`src/rtl/fp16_pkg.sv`:
```
// Shared FP16 types and helpers for the adder scheduler codebase slice.
package fp16_pkg;

  localparam int unsigned FP16_W    = 16;
  localparam int unsigned FP16_SIGN = 15;

  typedef logic [FP16_W-1:0] fp16_t;

  function automatic fp16_t fp16_negate(input fp16_t x);
    fp16_t r;
    r            = x;
    r[FP16_SIGN] = ~x[FP16_SIGN];
    return r;
  endfunction

endpackage

```
`src/rtl/fp16_sync_fifo.sv`:
```
// Synchronous FIFO with extra pointer MSB for full/empty; push and pop may coincide when full.
module fp16_sync_fifo #(
  parameter int unsigned WIDTH = 16,
  parameter int unsigned DEPTH = 4
) (
  input  logic                     clk,
  input  logic                     rst,
  input  logic                     push,
  input  logic [WIDTH-1:0]         push_data,
  input  logic                     pop,
  output logic                     full,
  output logic                     empty,
  output logic [WIDTH-1:0]         head,
  output logic [$clog2(DEPTH):0]   count
);

  localparam int unsigned AW = $clog2(DEPTH);

  logic [WIDTH-1:0] mem_q [DEPTH];
  logic [AW:0]      wr_ptr_q, rd_ptr_q;
  logic             do_push, do_pop;

  assign empty   = (wr_ptr_q == rd_ptr_q);
  assign full    = (wr_ptr_q[AW] != rd_ptr_q[AW]) && (wr_ptr_q[AW-1:0] == rd_ptr_q[AW-1:0]);
  assign do_pop  = pop && !empty;
  // When full, the slot being written is the head being popped this same cycle.
  assign do_push = push && (!full || do_pop);
  assign head    = mem_q[rd_ptr_q[AW-1:0]];
  assign count   = wr_ptr_q - rd_ptr_q;

  always_ff @(posedge clk) begin
    if (rst) begin
      wr_ptr_q <= '0;
      rd_ptr_q <= '0;
    end else begin
      if (do_push) wr_ptr_q <= wr_ptr_q + 1'b1;
      if (do_pop)  rd_ptr_q <= rd_ptr_q + 1'b1;
    end
  end

  always_ff @(posedge clk) begin
    if (do_push) mem_q[wr_ptr_q[AW-1:0]] <= push_data;
  end

endmodule

```
`src/rtl/fp16_add_scheduler.sv`:
```
// Round-robin sharing of one FP16 adder among NREQ clients, with in-order tagged result return.
module fp16_add_scheduler
  import fp16_pkg::*;
#(
  parameter int unsigned NREQ  = 2,
  parameter int unsigned DEPTH = 4
) (
  input  logic                 clk,
  input  logic                 rst,
  input  logic [NREQ-1:0]      req_valid,
  output logic [NREQ-1:0]      req_ready,
  input  logic [NREQ*16-1:0]   req_a,
  input  logic [NREQ*16-1:0]   req_b,
  input  logic [NREQ-1:0]      req_sub,
  output logic                 add_valid,
  input  logic                 add_ready,
  output logic [15:0]          add_a,
  output logic [15:0]          add_b,
  input  logic                 sum_valid,
  input  logic [15:0]          sum,
  output logic [NREQ-1:0]      rsp_valid,
  input  logic [NREQ-1:0]      rsp_ready,
  output logic [15:0]          rsp_sum,
  output logic                 busy,
  output logic                 err
);

  localparam int unsigned TW = (NREQ > 1) ? $clog2(NREQ) : 1;
  localparam int unsigned CW = $clog2(DEPTH) + 1;

  logic [TW-1:0] rr_q, winner, cand;
  logic          found, accept, rsp_pop, sum_ok;
  logic [CW-1:0] inflight_q, inflight_d;
  logic          add_valid_q;
  fp16_t         add_a_q, add_b_q, sel_a, sel_b;
  logic          tag_full, tag_empty, res_full, res_empty;
  logic [TW-1:0] tag_head;
  fp16_t         res_head;
  logic [CW-1:0] tag_count, res_count;
  logic          err_q;

  always_comb begin
    found  = 1'b0;
    winner = '0;
    cand   = '0;
    for (int unsigned k = 0; k < NREQ; k++) begin
      cand = TW'((32'(rr_q) + k) % NREQ);
      if (!found && req_valid[cand]) begin
        found  = 1'b1;
        winner = cand;
      end
    end
  end

  assign accept = found && !rst && (!add_valid_q || add_ready) &&
                  (inflight_q < CW'(DEPTH)) && !tag_full;

  always_comb begin
    req_ready = '0;
    if (accept) req_ready[winner] = 1'b1;
  end

  always_comb begin
    sel_a = req_a[FP16_W*winner +: FP16_W];
    sel_b = req_b[FP16_W*winner +: FP16_W];
    if (req_sub[winner]) sel_b = fp16_negate(sel_b);
  end

  always_ff @(posedge clk) begin
    if (rst) begin
      add_valid_q <= 1'b0;
      add_a_q     <= '0;
      add_b_q     <= '0;
      rr_q        <= '0;
    end else if (accept) begin
      add_valid_q <= 1'b1;
      add_a_q     <= sel_a;
      add_b_q     <= sel_b;
      rr_q        <= (32'(winner) == NREQ - 1) ? '0 : winner + 1'b1;
    end else if (add_ready) begin
      add_valid_q <= 1'b0;
    end
  end

  assign add_valid = add_valid_q;
  assign add_a     = add_a_q;
  assign add_b     = add_b_q;

  // A sum is only legitimate if some issued tag is still waiting for its result.
  assign sum_ok  = sum_valid && !rst && (tag_count != res_count) && (!res_full || rsp_pop);
  assign rsp_pop = !rst && !res_empty && rsp_ready[tag_head];

  always_comb begin
    rsp_valid = '0;
    if (!res_empty) rsp_valid[tag_head] = 1'b1;
  end

  assign rsp_sum = res_empty ? '0 : res_head;

  always_comb begin
    inflight_d = inflight_q;
    unique case ({accept, rsp_pop})
      2'b10:   inflight_d = inflight_q + 1'b1;
      2'b01:   inflight_d = inflight_q - 1'b1;
      default: inflight_d = inflight_q;
    endcase
  end

  always_ff @(posedge clk) begin
    if (rst) begin
      inflight_q <= '0;
      err_q      <= 1'b0;
    end else begin
      inflight_q <= inflight_d;
      if (sum_valid && !sum_ok) err_q <= 1'b1;
    end
  end

  assign err  = err_q;
  assign busy = (inflight_q != '0) || add_valid_q;

  fp16_sync_fifo #(
    .WIDTH (TW),
    .DEPTH (DEPTH)
  ) u_tag_fifo (
    .clk       (clk),
    .rst       (rst),
    .push      (accept),
    .push_data (winner),
    .pop       (rsp_pop),
    .full      (tag_full),
    .empty     (tag_empty),
    .head      (tag_head),
    .count     (tag_count)
  );

  fp16_sync_fifo #(
    .WIDTH (FP16_W),
    .DEPTH (DEPTH)
  ) u_res_fifo (
    .clk       (clk),
    .rst       (rst),
    .push      (sum_ok),
    .push_data (sum),
    .pop       (rsp_pop && !tag_empty),
    .full      (res_full),
    .empty     (res_empty),
    .head      (res_head),
    .count     (res_count)
  );

endmodule

```
`config.mk`:
```
export PLATFORM = sky130hd
export DESIGN_NAME = fp16_add_scheduler
export DESIGN_NICKNAME = d
export VERILOG_FILES = /design/src/rtl/fp16_pkg.sv /design/src/rtl/fp16_sync_fifo.sv /design/src/rtl/fp16_add_scheduler.sv
export SDC_FILE = /design/constraint.sdc
export NUM_CORES = 1
export LEC_CHECK = 0
export CAP_MARGIN = 30
export CORE_MARGIN = 4
export CORE_UTILIZATION = 30
export DETAILED_ROUTE_END_ITERATION = 12
export GPL_TIMING_DRIVEN = 0
export PLACE_DENSITY = 0.57
export SYNTH_ARGS = -nofsm -noshare
export SYNTH_HDL_FRONTEND = slang
export SYNTH_HIERARCHICAL = 1
export SYNTH_SLANG_ARGS = --single-unit
```
`constraint.sdc`:
```
create_clock -name clk -period 3.4 [get_ports clk]
set_input_delay 0.85 -clock clk [delete_from_list [all_inputs] [get_ports clk]]
set_output_delay 0.85 -clock clk [all_outputs]
set_load 0.1 [all_outputs]
```
# --- Word level (Yosys, flattened, before mapping) ---
# Memory sizes are Yosys's and may differ from the RTL's. A register that Yosys moved wholly into a read port is not among the register bits.
# Index checks and enable logic that the tools add are counted.
# W data, S select, Z words.
word_totals:
  regBits: 50
  ramBits: 68
  inputBits: 90
  out_inout_bits: 55
  elab_cells: 108
  n_memories: 2
mem_list:
  columns: ["name", "words", "width", "rd", "rd_clocked_by_memory_dff", "write_ports", "line", "rtl"]
  rows:
  - ["u_res_fifo.mem_q", 4, 16, 1, 1, 1, "fp16_sync_fifo.sv:19", "logic [WIDTH-1:0] mem_q [DEPTH];"]
  - ["u_tag_fifo.mem_q", 4, 1, 1, 1, 1, "fp16_sync_fifo.sv:19", null]
op_classes:
  addsub: 10
  n_lt_le_gt_ge: 7
  n_eq_ne: 9
  shift: 2
  n_mux: 32
  bitwise: 1
  reduce_logical: 35
op_table:
  columns: ["operator", "count"]
  rows:
  - ["$shiftx A32 B6 Y16", 2]
  - ["$mux W16", 2]
  - ["$mux W1", 21]
  - ["$logic_and A1 B1 Y1", 19]
  - ["$add A3 B1 Y3 const B", 5]
  - ["$mux W2", 6]
  - ["$logic_not A1 Y1", 8]
  - ["$lt A1 B2 Y1 const B", 4]
  - ["$eq A3 B3 Y1", 2]
  - ["$pmux W3 S2", 1]
  - ["$sub A3 B3 Y3", 2]
  - ["$logic_or A1 B1 Y1", 5]
  - ["$eq A2 B2 Y1", 2]
  - ["$reduce_bool A2 Y1", 2]
  - ["$lt A3 B3 Y1 const B", 1]
  - ["$ne A3 B3 Y1", 1]
  - ["$reduce_bool A3 Y1", 1]
  - ["$sub A3 B1 Y3 const B", 1]
  - ["$add A1 B1 Y1 const B", 2]
  - ["$demux W1 S1", 2]
  - ["$eq A2 B1 Y1 const B", 1]
  - ["$eq A2 B2 Y1 const B", 1]
  - ["$ge A1 B1 Y1 const B", 2]
  - ["$ne A1 B1 Y1", 2]
  - ["$not A1 Y1", 1]

# --- Logic depth before layout (Yosys ltp) ---
logic_depth:
  word_depth: 13
  mapped_depth: 12
  mapped_depth_nobuf: 12

# --- Cells and area by module ---
# Netlist, hierarchy kept.
modules_own_cells:
  columns: ["module", "instances", "cells_per_inst", "area_per_inst_um2", "seq_area_each_um2"]
  rows:
  - ["fp16_sync_fifo at u_res_fifo", 1, 139, 2820.2, 2082.0]
  - ["fp16_add_scheduler", 1, 265, 2324.7, 760.7]
  - ["fp16_sync_fifo at u_tag_fifo", 1, 60, 663.1, 280.3]

# --- Least setup slack after synthesis ---
# Ideal clock, no wire load.
synth_timing:
  path_type: "flip-flop to output port"
  from: "register u_tag_fifo.wr_ptr_q[0]"
  to: "output port req_ready[1]"
  t_arrival_ns: 3.593
  required_ns: 2.550
  slack_ns: -1.043
  path_stages_with_launch: 8
  path_buffers: 0
  cell_sequence: "dfxtp_1 -> inv_1 -> ha_1 -> nand2_1 -> nor2_1 -> nor2_1 -> nand4_1 -> nor3_1"
synth_via:
  elab_chain_cells: 5
synth_lines:
  columns: ["element", "line", "rtl"]
  rows:
  - ["start: declaration", "fp16_sync_fifo.sv:20", "logic [AW:0] wr_ptr_q, rd_ptr_q;"]
  - ["start signal: assignment", "fp16_sync_fifo.sv:36", "if (do_push) wr_ptr_q <= wr_ptr_q + 1'b1;"]
  - ["$eq A2 B2 Y1", "fp16_sync_fifo.sv:24", "assign full = (wr_ptr_q[AW] != rd_ptr_q[AW]) && (wr_ptr_q[AW-1:0] == rd_ptr_q[AW-1:0]);"]
  - ["$logic_and A1 B1 Y1", "fp16_sync_fifo.sv:24", null]
  - ["via tag_full", "fp16_add_scheduler.sv:36", "logic tag_full, tag_empty, res_full, res_empty;"]
  - ["$logic_not A1 Y1", "fp16_add_scheduler.sv:56", "(inflight_q < CW'(DEPTH)) && !tag_full;"]
  - ["$logic_and A1 B1 Y1", "fp16_add_scheduler.sv:56", null]
  - ["$mux W2", "fp16_add_scheduler.sv:60", "if (accept) req_ready[winner] = 1'b1;"]
  - ["end: declaration", "fp16_add_scheduler.sv:11", "output logic [NREQ-1:0] req_ready,"]
# The timed path passes the listed nets, and every way through them passes these cells.

# --- Worst setup path in the final report ---
layout_timing:
  from: "input port rst"
  to: "output port req_ready[1]"
layout_via:
  elab_chain_cells: 6
layout_lines:
  columns: ["element", "line", "rtl"]
  rows:
  - ["start: declaration", "fp16_add_scheduler.sv:9", "input logic rst,"]
  - ["$logic_not A1 Y1", "fp16_add_scheduler.sv:55", "assign accept = found && !rst && (!add_valid_q || add_ready) &&"]
  - ["$logic_and A1 B1 Y1 (3 in series)", "fp16_add_scheduler.sv:55", null]
  - ["$logic_and A1 B1 Y1", "fp16_add_scheduler.sv:56", null]
  - ["$mux W2", "fp16_add_scheduler.sv:60", null]
# No other way between the ends.

==> flow_summary.yaml <==
status:
  status: "finished, final reports clean"
cells_and_area:
  seq_area_um2: 3123
  fin_nets: 736
  final_cell_mix: "123 x clkdlybuf4s50_1, 68 x edfxtp_1, 54 x dfxtp_1"
  multi_input_area_um2: 2459
  layout_commonest_cell: "clkdlybuf4s50_1"
  drive_gt1_frac: 0.2044
  diodes: 0
  areaGrowthSynthToFinish_pct: 41.43
  fin_area_um2: 8214
  fill_cells: 1776
die:
  die_area_um2: 21650
  core_um2: 18890
  die_x_um: 147.1
  die_h_um: 147.1
  start_util: 0.3074
  pin_count: 145
  std_cell_rows: 50
critical_path:
  path_max_fanout: 7
  cp-end-kind: "output port"
  r2r_cells: 11
  cpMaxStageDelayCell: "clkdlybuf4s50_1"
  crit_required_ps: 2550
  critPathKind: "in2out"
  startpoint: "rst"
  cpPeakStageDelay_ps: 590
  crit_arrival_ps: 2390
  worst_r2r_startpoint: "u_res_fifo/wr_ptr_q[0]"
  path_cells: "clkdlybuf4s50_1 -> inv_2 -> nand4_1 -> nor3_2 -> buf_6"
  reg2reg_to: "inflight_q[2]"
  regToRegSetupSlack_ps: 330
  cp-start-kind: "input pin"
place:
  dp_hpwl_mm: 11.15
  placed_area_um2: 7572
  gp_congestion: 0.9177
  portBuffers: 143
  post-place-ws_ps: -1147
timing:
  worst_pin_slew_ps: 1038
  fmax_mhz: 309.0
  layout_setup_ws_ps: 163.3
  hold_viol: 0
  setup_tns_ps: 0
  rsz0062_at_grt: "no"
  fin_worst_skew_ps: 8.995
  relSlewSlack: 0.3058
  setup_viol: 0
  post-route-period-util: 0.9520
  layout_min_cycle_time_ps: 3237
  slew_violations: 0
min_path:
  hold_start: "add_b[15]"
  hold_end: "add_b[15]"
  hold_path_class: "reg2reg"
  hold-path-cell-count: 2
synthesis:
  ys.warnings.count: 6
  ys_async_sr_fraction: 0
  avgSynthCellArea_um2: 12.52
  syn_area_um2: 5808
  synth_ff_type: "edfxtp_1"
  synth_seq_cells: 122
  ys_seq_area_frac: 0.5377
  synth_edf_count: 68
  synth_nets: 572
  ys_types: 45
  synthCells: 464
route:
  dr.pass1.iters: 4
  wl_per_cell_um: 16.74
  vias: 4423
  vias_per_cell: 4.909
  ant_nets: 0
  drc: 0
  drt_wl_total_mm: 15.09
  drtIter0Drc: 227
power:
  p_leak_nw: 2.842
  p_int_w: 0.003474
  powerDensity_nw_per_um2: 688.8
  p_sw_w: 0.002184
  p_sw_frac: 0.3860
  seqPwrFrac: 0.313
  ir_drop_uv: 377.4
  p_clk_frac: 0.332
  total_power_w: 0.005658
  power_frac_comb: 0.355
grt:
  antenna_found_initial: 0
  grt_max_degree: 18
  track_usage: 0.1415
  grt_pass1_vias: 4767
  grt_first_pass_wirelength_mm: 24.23
  grt_overflow: 0
clock_tree:
  clkTransAtPathRegs_ps: 50
  htree_levels: 4
  clk_path_buf_depth: 2
  cts_tree: "yes"
  clk_latency_ps: 410
  cts_root_buffer: "clkbuf_16"
  postCtsHoldBufs: 0
  cts.sinks: 122
  cts_made_buffers: 17
flow_run:
  timing.max_cap.violations: 0
## metal layers
metal | wire, µm | GRT usage | vias up
li1 | - | - | 2113
met1 | 6244 | 0.1655 | 2122
met2 | 7414 | 0.2424 | 167
met3 | 1166 | 0.04473 | 21
met4 | 261 | 0.05499 | 0
met5 | 0 | 0 | -
## synth_stat cells, drive strengths merged, types with 8 or more instances
master,instances,share of area
inv,21,0.014
nor2,20,0.013
o21ai,32,0.028
mux4,17,0.066
a311oi,31,0.077
buf,10,0.015
dfxtp,54,0.19
edfxtp,68,0.35
nand3,32,0.028
mux2,8,0.017
a31oi,32,0.034
clkbuf,30,0.019
nand2,9,0.0058
nor2b,22,0.024
ha,15,0.032
## critical path: cells and delay by family
family,cells,cell delay (ps)
buffers and inverters,3,1040
AND/OR/NAND/NOR,2,480
## sequential cells by signal, indices dropped and copies added (netlist names), named ones only
register	count
err	1
rr_q	1
u_res_fifo/mem_q	64
add_a	16
u_res_fifo/rd_ptr_q	3
inflight_q	3
u_tag_fifo/mem_q	4
u_res_fifo/wr_ptr_q	3
add_valid	1
add_b	16
u_tag_fifo/rd_ptr_q	3
u_tag_fifo/wr_ptr_q	3
## cell families after synthesis
family,count (synthesis),synth area share
and+or+nand+nor,104,0.09349
buffers and inverters,61,0.04761
DFF,122,0.5377
xor gates and xnor gates,13,0.01960
AOI/OAI and AO/OA,118,0.1710
adders and majority gates,18,0.04265
muxes,28,0.08789
## power by group through the flow
| stage | logic, W | registers, W | clock network, W |
|---|---|---|---|
| 3_5_place_dp | 0.00202 | 0.00180 | 0 |
| 4_1_cts | 0.00201 | 0.00177 | 0.00193 |
| 5_1_grt | 0.00211 | 0.00179 | 0.00199 |
| 6_report | 0.00201 | 0.00177 | 0.00188 |
| 3_3_place_gp | 0.00200 | 0.00180 | 0 |
| 2_1_floorplan | 0.000986 | 0.00229 | 0 |
## cell type report
class,instances,area share
multi-input cells,281,0.2993
clock buffers,17,0.05179
inverters,21,0.009596
plain buffers,39,0.02513
flip-flops and latches,122,0.3802
well taps,260,0.03960
repair buffers,146,0.1703
clock inverters,15,0.02407
## through the flow
| step | util | hold slack [ps] | cells |
|---|---|---|---|
| 2_1_floorplan | - | 466.4 | 464 |
| 3_3_place_gp | 0.4008 | 464.1 | 867 |
| 3_5_place_dp | 0.4008 | 491.1 | 867 |
| 4_1_cts | 0.4344 | 498.5 | 901 |
| 5_1_grt | 0.4348 | 527.7 | 901 |
| 6_report | 0.4348 | 496.3 | 901 |
## how the worst max path moves through the flow
stage | slack [ps] | endpoint | cells after the start
final | 160 | req_ready[1] | 5
after global routing | 3 | rsp_sum[3] | 7
after CTS | -7 | req_ready[1] | 8
after detailed placement | -1150 | req_ready[0] | 6
after global placement | -1140 | req_ready[0] | 6
after floorplan | -220 | req_ready[1] | 7
## what timing repair did
action / 4_1_cts / 5_1_grt
resized for setup: 102 / 39
setup buffers: 2 / 1
endpoints found under the setup margin: 85 / 71
cloned: 0 / 0
pin swaps: 1 / 2
(Power assumes the default switching activity.)
